$ cat src/rtl/bmf_pkg.sv
// rtl/bmf_pkg.sv - shared types and limits for the BMF latent decoder (build option: BMF_XOR_SEMIRING_EN)
package bmf_pkg;

  typedef enum logic [1:0] {
    EMPTY = 2'd0,
    LOAD  = 2'd1,
    RUN   = 2'd2,
    DRAIN = 2'd3
  } bmf_state_e;

  localparam int BMF_K_DEFAULT = 3;
  localparam int BMF_M_DEFAULT = 4;

  localparam int BMF_K_MIN = 1;
  localparam int BMF_K_MAX = 8;
  localparam int BMF_M_MIN = 1;
  localparam int BMF_M_MAX = 32;

  // True when the latent width and output width are inside the supported range.
  function automatic bit bmf_params_ok(input int k, input int m);
    return (k >= BMF_K_MIN) && (k <= BMF_K_MAX) && (m >= BMF_M_MIN) && (m <= BMF_M_MAX);
  endfunction

endpackage

$ cat src/rtl/bmf_semiring_dot.sv
// rtl/bmf_semiring_dot.sv - latent code times basis matrix, OR semiring or XOR (BMF_XOR_SEMIRING_EN)
module bmf_semiring_dot #(
  parameter int K = 3,
  parameter int M = 4
) (
  input  logic [K-1:0]   k,
  input  logic [K*M-1:0] h,
  output logic [M-1:0]   y
);

  // Accumulate the basis rows selected by the set bits of k.
  always_comb begin
    y = '0;
    for (int i = 0; i < K; i++) begin
      if (k[i]) begin
`ifdef BMF_XOR_SEMIRING_EN
        y = y ^ h[i*M +: M];
`else
        y = y | h[i*M +: M];
`endif
      end
    end
  end

endmodule

$ cat src/rtl/bmf_latent_decoder.sv
// rtl/bmf_latent_decoder.sv - loadable-basis latent decoder; semiring selected by BMF_XOR_SEMIRING_EN
module bmf_latent_decoder
  import bmf_pkg::*;
#(
  parameter int K = BMF_K_DEFAULT,
  parameter int M = BMF_M_DEFAULT
) (
  input  logic         clk,
  input  logic         rst,
  input  logic         cfg_valid,
  output logic         cfg_ready,
  input  logic [M-1:0] cfg_data,
  input  logic         cfg_last,
  output logic         cfg_err,
  input  logic         in_valid,
  output logic         in_ready,
  input  logic [K-1:0] in_k,
  output logic         out_valid,
  input  logic         out_ready,
  output logic [M-1:0] out_data,
  output logic         loaded
);

  localparam int CW = (K > 1) ? $clog2(K) : 1;

  if (!bmf_params_ok(K, M)) begin : g_param_check
    $error("bmf_latent_decoder: K or M outside supported range");
  end

  bmf_state_e     state_q, state_d;
  logic [CW-1:0]  cnt_q, cnt_d;
  logic [CW-1:0]  row;
  logic           err_q, err_d;
  logic           h_we;
  logic [K*M-1:0] h_q;
  logic [M-1:0]   dot_y;
  logic           in_fire;

  assign cfg_err = err_q;
  assign in_fire = in_valid && in_ready;

  bmf_semiring_dot #(.K(K), .M(M)) u_dot (
    .k (in_k),
    .h (h_q),
    .y (dot_y)
  );

  // State, row counter and sticky error register.
  always_ff @(posedge clk) begin
    if (rst) begin
      state_q <= EMPTY;
      cnt_q   <= '0;
      err_q   <= 1'b0;
    end else begin
      state_q <= state_d;
      cnt_q   <= cnt_d;
      err_q   <= err_d;
    end
  end

  // Next-state logic: row sequencing during loads, handshake enables per state.
  always_comb begin
    state_d   = state_q;
    cnt_d     = cnt_q;
    err_d     = err_q;
    h_we      = 1'b0;
    row       = (state_q == EMPTY) ? '0 : cnt_q;
    cfg_ready = 1'b0;
    in_ready  = 1'b0;
    loaded    = 1'b0;
    case (state_q)
      EMPTY, LOAD: begin
        cfg_ready = 1'b1;
        if (cfg_valid) begin
          h_we = 1'b1;
          if (row == '0) err_d = 1'b0;
          if (row == CW'(K - 1)) begin
            cnt_d = '0;
            if (cfg_last) begin
              state_d = RUN;
            end else begin
              // No wrap to row 0: an unterminated load is rejected.
              err_d   = 1'b1;
              state_d = EMPTY;
            end
          end else if (cfg_last) begin
            err_d   = 1'b1;
            state_d = EMPTY;
            cnt_d   = '0;
          end else begin
            state_d = LOAD;
            cnt_d   = row + CW'(1);
          end
        end
      end
      RUN: begin
        loaded   = 1'b1;
        in_ready = !out_valid || out_ready;
        if (cfg_valid) state_d = DRAIN;
      end
      DRAIN: begin
        // The pending word must leave before H may be overwritten.
        loaded = 1'b1;
        if (!out_valid || out_ready) begin
          state_d = LOAD;
          cnt_d   = '0;
        end
      end
      default: state_d = EMPTY;
    endcase
    if (rst) begin
      cfg_ready = 1'b0;
      in_ready  = 1'b0;
    end
  end

  // Basis storage, one row written per accepted cfg beat.
  always_ff @(posedge clk) begin
    if (rst) begin
      h_q <= '0;
    end else if (h_we) begin
      h_q[int'(row)*M +: M] <= cfg_data;
    end
  end

  // Output register: capture on code accept, hold while stalled.
  always_ff @(posedge clk) begin
    if (rst) begin
      out_valid <= 1'b0;
      out_data  <= '0;
    end else if (in_fire) begin
      out_valid <= 1'b1;
      out_data  <= dot_y;
    end else if (out_ready) begin
      out_valid <= 1'b0;
    end
  end

endmodule
$ cat config.mk
export PLATFORM = sky130hd
export DESIGN_NAME = bmf_latent_decoder
export DESIGN_NICKNAME = d
export VERILOG_FILES = /design/src/rtl/bmf_pkg.sv /design/src/rtl/bmf_semiring_dot.sv /design/src/rtl/bmf_latent_decoder.sv
export SDC_FILE = /design/constraint.sdc
export NUM_CORES = 1
export LEC_CHECK = 0
export CAP_MARGIN = 20
export CORE_MARGIN = 5
export CORE_UTILIZATION = 44
export CTS_CLUSTER_DIAMETER = 200
export DETAILED_ROUTE_END_ITERATION = 8
export MAX_ROUTING_LAYER = met4
export PLACE_DENSITY = 0.67
export RECOVER_POWER = 50
export SLEW_MARGIN = 30
export SYNTH_ARGS = -nofsm -noshare
export SYNTH_HDL_FRONTEND = slang
export SYNTH_SLANG_ARGS = --single-unit
$ cat constraint.sdc
create_clock -name clk -period 2.86 [get_ports clk]
set_input_delay 0.286 -clock clk [delete_from_list [all_inputs] [get_ports clk]]
set_output_delay 0.286 -clock clk [all_outputs]
set_load 0.01 [all_outputs]
==> impl_metrics.json, run 1 <==
{
  "outcome": "complete, no violations",
  "max_freq_ghz": 0.3929,
  "grt_max_degree": 19,
  "io_pins": 22,
  "crit_chain": "o21ai_0, ha_1, nor3b_1, nand4_1, a21oi_1",
  "setup_violations": 0,
  "slew_headroom": 0.4305,
  "worst-path-max-fanout": 18,
  "powerDensity_mw_per_mm2": 411.4,
  "numCtsBuffers": 3,
  "diodes": 0,
  "fin_ws_ns": 0.3147,
  "start_util": 0.4486,
  "mostFrequentLayoutCells": "dfxtp_1 (22), a21oi_1 (17), clkdlybuf4s50_1 (13)",
  "ctsRootBufferMaster": "clkbuf_4",
  "grt_antenna_before_repair": 0,
  "first_pass_iters": 4,
  "syn_area_per_cell_um2": 8.659,
  "post_drt_wl_per_cell_um": 15.33,
  "finish.utilization": 0.5556,
  "path_clk_slew_ns": 0.13,
  "yosys_warnings": 0,
  "drive_gt1_frac": 0.04861,
  "drc": 0,
  "postCtsSetupRepairBufs": 0,
  "maxCapViolations": 0,
  "cts_max_path_buffers": 2,
  "ys_ff_latch": 22,
  "syn-num-nets": 144,
  "fin_crit_ns": 2.545,
  "fin_cells": 174,
  "die_area_mm2": 0.003575,
  "finalWirelength_um": 2668,
  "period_share": 0.8900,
  "finalHoldViolCount": 0,
  "dr.first_iter.drc_count": 42,
  "cp_slowest_cell": "nor3b_1",
  "dp_cells": 170,
  "cp-end-kind": "register",
  "globalRouteOverflowTotal": 0,
  "detail-route-antenna-nets": 0,
  "synth-seq-area-share": 0.4037,
  "rsz0062_at_grt": "false",
  "ir_drop_mv": 0.2501,
  "groute.usage.overall": 0.1696,
  "critical_path_class": "reg2reg",
  "vias_per_cell": 5.897,
  "tightest_slew_ns": 0.8524,
  "syn2layout_area_growth_pct": 23.85,
  "nets": 163,
  "hold_path_class": "reg2reg",
  "routed-via-count": 1026,
  "grt_pass1_vias": 968,
  "rows": 18,
  "report.final.slew_viol_count": 0,
  "synth_cell_types": 32,
  "cp.required_ns": 3.11,
  "syn_area_mm2": 0.001091,
  "finalSetupTns_ns": 0,
  "mostFrequentLayoutCell": "dfxtp_1",
  "die_h_um": 59.80,
  "clock_latency_ns": 0.32,
  "cts_repair_resize_count": 0,
  "die-width_um": 59.80,
  "coreArea_mm2": 0.002432,
  "clock_skew_ns": 0.01176,
  "postSynthCellCount": 126,
  "globalplace.congestion": 0.8052,
  "regArea_um2": 440.4,
  "hold_buffers": 0,
  "portBuffers": 21,
  "dp_hpwl_um": 1984,
  "cts_tree": "done",
  "cellLeakagePower_uw": 0.0004898,
  "place_ws_ns": 0.4566,
  "critPathMaxStageDelay_ns": 0.71,
  "clock-sinks": 22,
  "synth-edff-count": 0,
  "multiInputGateArea_um2": 589.3,
  "grt_pass1_wl_um": 4491,
  "worstPathArrival_ns": 2.79,
  "synthArstFlopShare": 0,
  "cts-htree-levels": 1,
  "critical_path.startpoint_type": "register",
  "ys.flop_type": "dfxtp_1",
  "fill_cells": 235
}
[per-layer routing]
layer,routed length [um],global-route usage,part of all wire
met5,0,-,0
met2,1236,0.2546,0.46
met3,138,0.02808,0.052
met4,29,0.06646,0.011
met1,1263,0.2260,0.47
[final timing paths]
kind,start,to,slack (ns),cells past startpoint
worst max-delay path,state_q[1]$_SDFFE_PP0P_,h_q[11]$_SDFFE_PP0P_,0.31,5
worst max register to register,state_q[1]$_SDFFE_PP0P_,h_q[11]$_SDFFE_PP0P_,0.31,5
worst min-delay path,h_q[2]$_SDFFE_PP0P_,h_q[2]$_SDFFE_PP0P_,0.47,2
worst min register to register,h_q[2]$_SDFFE_PP0P_,h_q[2]$_SDFFE_PP0P_,0.47,2
[cell type report]
type	instances	share of cell area
clock buffer	4	0.02685
inverter	4	0.01111
tap	30	0.02778
multi-input combinational	90	0.4361
sequential	22	0.3259
timing repair buffer	24	0.1722
[per-stage QoR]
step	area [um2]	power, uW	hold WS [ns]
2_1_floorplan	1091	355.1	0.4029
6_report	1351	555.9	0.4675
3_3_place_gp	1315	384.9	0.4455
3_5_place_dp	1315	386.0	0.4506
4_1_cts	1351	556.3	0.4672
5_1_grt	1351	578.6	0.4889
[Yosys cell counts (2+ instances only)]
cell type / number / share of area
inv_1: 4 / 0.014
clkbuf_1: 8 / 0.028
and3b_1: 3 / 0.024
ha_1: 5 / 0.057
a222oi_1: 4 / 0.037
nand4_1: 12 / 0.069
nor2_1: 5 / 0.017
o31ai_1: 4 / 0.028
or4_1: 4 / 0.028
a311oi_1: 2 / 0.016
nand2_1: 12 / 0.041
dfxtp_1: 22 / 0.40
nand3b_1: 4 / 0.028
nor2b_1: 3 / 0.017
a21oi_1: 17 / 0.078
[where the power goes]
group / total (uW) / leakage, uW / switching, uW / internal [uW]
Clock: 177 / 0.0000210 / 99.0 / 77.8
Combinational: 61.4 / 0.000290 / 30.8 / 30.7
Sequential: 318 / 0.000178 / 4.85 / 313
Total: 556 / 0.000490 / 135 / 421
[sequential cells by signal, indices dropped and copies added (netlist names)]
register and flops:
cnt_q 2, cfg_err 1, h_q 12, out_data 4, state_q 2, out_valid 1
[cell families after synthesis]
family	count (synthesis)	synth area share
AOI/OAI and AO/OA	35	0.2110
and+or+nand+nor	48	0.2546
adders and majority gates	5	0.05734
xor gates and xnor gates	1	0.008029
buffers and inverters	14	0.05618
muxes	1	0.009175
DFF	22	0.4037
[worst max-delay path: cells and delay by family, from the launching register on]
kind / cells / cell delay, ns
AND/OR/NAND/NOR: 2 / 0.93
AO/OA/AOI/OAI: 2 / 0.50
flip-flops: 1 / 0.65
adder cells (fa/ha/maj): 1 / 0.40
(Power assumes the default switching activity.)
==> run 2, diff against run 1 <==
--- a/config.mk
+++ b/config.mk
@@ -8,11 +8,12 @@
 export CAP_MARGIN = 20
 export CORE_MARGIN = 5
 export CORE_UTILIZATION = 44
-export CTS_CLUSTER_DIAMETER = 200
 export DETAILED_ROUTE_END_ITERATION = 8
 export MAX_ROUTING_LAYER = met4
 export PLACE_DENSITY = 0.67
 export RECOVER_POWER = 50
+export REMOVE_ABC_BUFFERS = 1
+export SKIP_CTS_REPAIR_TIMING = 1
 export SLEW_MARGIN = 30
 export SYNTH_ARGS = -nofsm -noshare
 export SYNTH_HDL_FRONTEND = slang
==> run 2 against run 1 <==
Effect of this change:
- clock skew is 0.0066 ns lower
- sequential cell count stayed put
- largest cell class unchanged
- non-clock buffer count is 1 lower
- count of clock-buffer cells in the layout is 1 lower
==> impl_metrics.json, run 2 (synthesis results as in run 1) <==
{
  "first_pass_iters": 4,
  "globalRouteOverflowTotal": 0,
  "finalHoldViolCount": 0,
  "fill_cells": 241,
  "cp-end-kind": "output port",
  "mostFrequentLayoutCells": "dfxtp_1 (22), a21oi_1 (17), clkdlybuf4s50_1 (14)",
  "ir_drop_mv": 0.2953,
  "maxCapViolations": 0,
  "routed-via-count": 1039,
  "placed_cell_area_mm2": 0.001308,
  "cp_slowest_cell": "dfxtp_1",
  "cts_max_path_buffers": 2,
  "nets": 162,
  "setup_violations": 0,
  "clock_skew_ns": 0.005116,
  "post_drt_wl_per_cell_um": 15.31,
  "fin_crit_ns": 2.534,
  "grt_pass1_wl_um": 4250,
  "clock-sinks": 22,
  "switching_share": 0.2156,
  "ctsRootBufferMaster": "clkbuf_4",
  "path_clk_slew_ns": 0.13,
  "drive_gt1_frac": 0.03497,
  "rsz0062_at_grt": "false",
  "top_register": "h_q",
  "detail-route-antenna-nets": 0,
  "p_total_uw": 616.5,
  "cp.required_ns": 2.57,
  "report.final.slew_viol_count": 0,
  "finalWirelength_um": 2648,
  "mostFrequentLayoutCell": "dfxtp_1",
  "tightest_slew_ns": 0.9459,
  "seqPwrFrac": 0.516,
  "rows": 18,
  "outcome": "complete, no violations",
  "internal-power_uw": 483.6,
  "p_comb_frac": 0.096,
  "die-width_um": 59.80,
  "cts_tree": "done",
  "powerDensity_mw_per_mm2": 454.6,
  "groute.usage.overall": 0.1609,
  "final_area_mm2": 0.001356,
  "grt_pass1_vias": 957,
  "switchingPower_uw": 132.9,
  "dr.first_iter.drc_count": 29,
  "numCtsBuffers": 3,
  "diodes": 0,
  "max_freq_ghz": 0.3947,
  "start_util": 0.4486,
  "vias_per_cell": 6.006,
  "period_share": 0.8859,
  "critical_path.startpoint_type": "register",
  "slew_headroom": 0.3694,
  "crit_chain": "inv_1, nor4_1, clkdlybuf4s50_1",
  "clock_power_share": 0.388,
  "cellLeakagePower_uw": 0.0004893,
  "finalSetupTns_ns": 0,
  "grt_antenna_before_repair": 0,
  "cts-htree-levels": 1,
  "clock_latency_ns": 0.31,
  "coreArea_mm2": 0.002432,
  "drc": 0,
  "critical_path_class": "reg2out",
  "portBuffers": 21,
  "worst-path-max-fanout": 18,
  "grt_max_degree": 23,
  "worstPathArrival_ns": 2.25,
  "critPathMaxStageDelay_ns": 0.65,
  "largest_reg_flops": 12,
  "io_pins": 22,
  "hold_path_class": "reg2reg",
  "dp_hpwl_um": 1952,
  "die_h_um": 59.80,
  "die_area_mm2": 0.003575,
  "reg.largest.list": "h_q (12), out_data (4)",
  "syn2layout_area_growth_pct": 24.31,
  "globalplace.congestion": 0.8278
}
run 2: cell count changes in the layout (fill, tap and decap cells not counted), sizes merged:
cell / previous run / this run
dlygate4sd3: 8 / 7
buf: 3 / 1
bufinv: 0 / 1
clkdlybuf4s50: 13 / 14
run 2: per-layer routing:
layer | global-route usage | part of all wire | vias to the layer above | wire length [um]
li1 | - | - | 514 | -
met1 | 0.1892 | 0.45 | 498 | 1201
met2 | 0.2593 | 0.47 | 23 | 1247
met3 | 0.03672 | 0.062 | 4 | 163
met4 | 0.07278 | 0.014 | 0 | 36
met5 | - | 0 | - | 0
run 2: final timing paths:
| check | start | endpoint | slack (ns) | cells after the start |
|---|---|---|---|---|
| worst min register to register | h_q[6]$_SDFFE_PP0P_ | h_q[6]$_SDFFE_PP0P_ | 0.47 | 2 |
| worst max register to register | state_q[1]$_SDFFE_PP0P_ | h_q[5]$_SDFFE_PP0P_ | 0.53 | 6 |
| worst min-delay path | h_q[6]$_SDFFE_PP0P_ | h_q[6]$_SDFFE_PP0P_ | 0.47 | 2 |
| worst max-delay path | state_q[1]$_SDFFE_PP0P_ | in_ready | 0.33 | 3 |
run 2: per-stage QoR:
step                      std cells  utilization  hold slack (ns)  setup WS (ns)
after floorplan                 116            -           0.3551         0.6713
after global placement          169       0.5376           0.4412         0.7629
after detailed placement        169       0.5376           0.4543         0.6632
after CTS                       173       0.5592           0.4736         0.3360
after global routing            173       0.5576           0.4908         0.1626
final                           173       0.5576           0.4704         0.3264
run 2: cell type report:
| type | count | area, um2 | area share |
|---|---|---|---|
| multi-input cells | 90 | 589.3 | 0.4345 |
| flip-flops and latches | 22 | 440.4 | 0.3247 |
| repair buffers | 23 | 221.5 | 0.1633 |
| well taps | 30 | 37.54 | 0.02768 |
| clock inverters | 1 | 30.03 | 0.02214 |
| clock buffers | 3 | 22.52 | 0.01661 |
| inverters | 4 | 15.01 | 0.01107 |
run 2: power groups by stage:
stage / clock, uW / combinational, uW / sequential (uW)
6_report: 239 / 59.5 / 318
5_1_grt: 258 / 64.4 / 319
4_1_cts: 243 / 60.2 / 318
3_5_place_dp: 0 / 59.7 / 325
3_3_place_gp: 0 / 58.5 / 325
2_1_floorplan: 0 / 22.8 / 324
run 2: worst max-delay path: cells and delay by family (launching register included):
family	cells	cell delay (ns)
DFF	1	0.65
and+or+nand+nor	1	0.44
buffers and inverters	2	0.85
==> variant, RTL diff (config.mk and constraints of run 1) <==
Build with the macro `BMF_XOR_SEMIRING_EN` defined.
--- a/src/rtl/bmf_semiring_dot.sv
+++ b/src/rtl/bmf_semiring_dot.sv
@@ -1,3 +1,5 @@
 // rtl/bmf_semiring_dot.sv - latent code times basis matrix, OR semiring or XOR (BMF_XOR_SEMIRING_EN)
+`define BMF_XOR_SEMIRING_EN
+
 module bmf_semiring_dot #(
   parameter int K = 3,
Behaviour: not the same (Yosys sat finds a counterexample within 10 cycles, from zero or initial values and one cycle with rst high).
==> variant against run 1 <==
  * Sequential cell count unchanged
  * Clock power up 34%
  * Routed wire length down 6.6%
  * Critical path depth down 1
  * First-iteration DRC count down 40%
  * Global-route usage down 1.1 points
  * Sequential share of layout area down 1.8 points
  * Area after synthesis up 4.7%
  * Cell area up 5.7%
  * Total power up 10%
  * Worst setup slack better by 430 ps
==> variant: results (changes against run 1) <==
{| class="wikitable"
! Metric !! Value
|-
| Run status || completed (unchanged)
|-
| Static Leakage || 0.5843 nW (was 0.4898 nW)
|-
| Fraction of synthesized cell area in xor and xnor cells || 8.653% (was 0.8028%)
|-
| Place WS || 836.2 ps (was 456.6 ps)
|-
| Critical-path top delay cell || sky130_fd_sc_hd__dfxtp_1 (was sky130_fd_sc_hd__nor3b_1)
|-
| Critical path data arrival time || 1830 ps (was 2790 ps)
|-
| Global-route usage over all layers || 15.87% (was 16.96%)
|-
| Area fraction in compound gates after synthesis || 14.79% (was 21.10%)
|-
| Most common library cells after synthesis || 26 x sky130_fd_sc_hd__nand2_1, 22 x sky130_fd_sc_hd__dfxtp_1, 15 x sky130_fd_sc_hd__a21oi_1 (was 22 x sky130_fd_sc_hd__dfxtp_1, 17 x sky130_fd_sc_hd__a21oi_1, 12 x sky130_fd_sc_hd__nand2_1, 12 x sky130_fd_sc_hd__nand4_1, 8 x sky130_fd_sc_hd__clkbuf_1)
|-
| Pin count of the biggest net entering global routing || 18 (was 19)
|-
| Synth top area cells || sky130_fd_sc_hd__dfxtp_1 39%, sky130_fd_sc_hd__nand2_1 8.5%, sky130_fd_sc_hd__xnor3_1 7.9% (was sky130_fd_sc_hd__dfxtp_1 40%, sky130_fd_sc_hd__a21oi_1 7.8%, sky130_fd_sc_hd__nand4_1 6.9%)
|-
| Share of total power in the clock network || 38.6% (was 31.8%)
|-
| Worst IR drop on VDD || 226.7 uV (was 250.1 uV)
|-
| Number of distinct library cells after synthesis || 29 (was 32)
|-
| Number of DRC markers after the initial detailed-route iteration || 25 (was 42)
|-
| Share of post-route cells with drive strength above 1 || 6.000% (was 4.861%)
|-
| Delay-heaviest family, CP || flip-flops (was simple AND/OR/NAND/NOR gates)
|-
| Switching part of the total power || 20.85% (was 24.21%)
|-
| Max-Slew Margin vs Limit || 67.74% (was 43.05%)
|-
| Part of the total power dissipated in sequential elements || 51.5% (was 57.2%)
|-
| Via count of the first global-routing pass || 953 (was 968)
|-
| Maximum fanout count along the critical path || 17 (was 18)
|-
| Sequential fraction of the synthesis area || 38.55% (was 40.37%)
|-
| Area share of fa/ha/maj cells after synthesis || 5.476% (was 5.734%)
|-
| Worst path max stage delay || 590 ps (was 710 ps)
|-
| Half-perimeter wire length of the detailed placement result || 1934 um (was 1984 um)
|-
| Overall routed net length || 2493 um (was 2668 um)
|-
| Overall via count from detail_route || 970 (was 1,026)
|}
[variant: changes by cell type in the layout (fill, tap and decap cells not counted), sizes merged, moves of 4 or more]
cell           run 1  this run
nand2             12        26
a222oi             4         0
o31ai              4         0
a22o               0         4
or4                4         0
xnor3              0         4
[variant: path summary, 6_finish.rpt]
| kind | endpoint | slack, ps | startpoint | depth (start not counted) |
|---|---|---|---|---|
| hold reg to reg | h_q[0] | 470 | h_q[0] | 2 |
| setup / recovery | in_ready | 750 | state_q[1] | 4 |
| setup reg to reg | h_q[6] | 790 | state_q[1] | 5 |
| hold / removal | h_q[0] | 470 | h_q[0] | 2 |
[variant: per-stage QoR]
step / total power, W / std cells / utilization, % / cell area (sq um)
after floorplan: 0.0003527 / 129 / - / 1142
after global placement: 0.0003838 / 176 / 55.56 / 1376
after detailed placement: 0.0003842 / 176 / 55.56 / 1376
after CTS: 0.0006231 / 180 / 57.68 / 1429
after global routing: 0.0006401 / 180 / 57.68 / 1429
final: 0.0006140 / 180 / 57.68 / 1429
[variant: final cells by class]
cell class | instances | share of cell area, %
Multi-Input combinational cell | 99 | 46.58
Sequential cell | 22 | 30.82
Timing Repair Buffer | 23 | 15.76
Tap cell | 30 | 2.627
Clock inverter | 1 | 2.102
Clock buffer | 3 | 1.576
Inverter | 2 | 0.5254
[variant: layer usage]
| metal | part of all wire, % | global-route usage [%] |
|---|---|---|
| met4 | 1.7 | 7.430 |
| met2 | 48 | 25.34 |
| met5 | 0 | - |
| met1 | 47 | 19.33 |
| met3 | 3.6 | 2.766 |
[variant: kinds of logic (layout without fill, tap and decap cells)]
family | Yosys count | in the layout
AO/OA/AOI/OAI | 27 | 27
adder cells (fa/ha/maj) | 5 | 5
AND/OR/NAND/NOR | 62 | 62
XOR/XNOR | 5 | 5
buffers and inverters | 8 | 29
flip-flops | 22 | 22
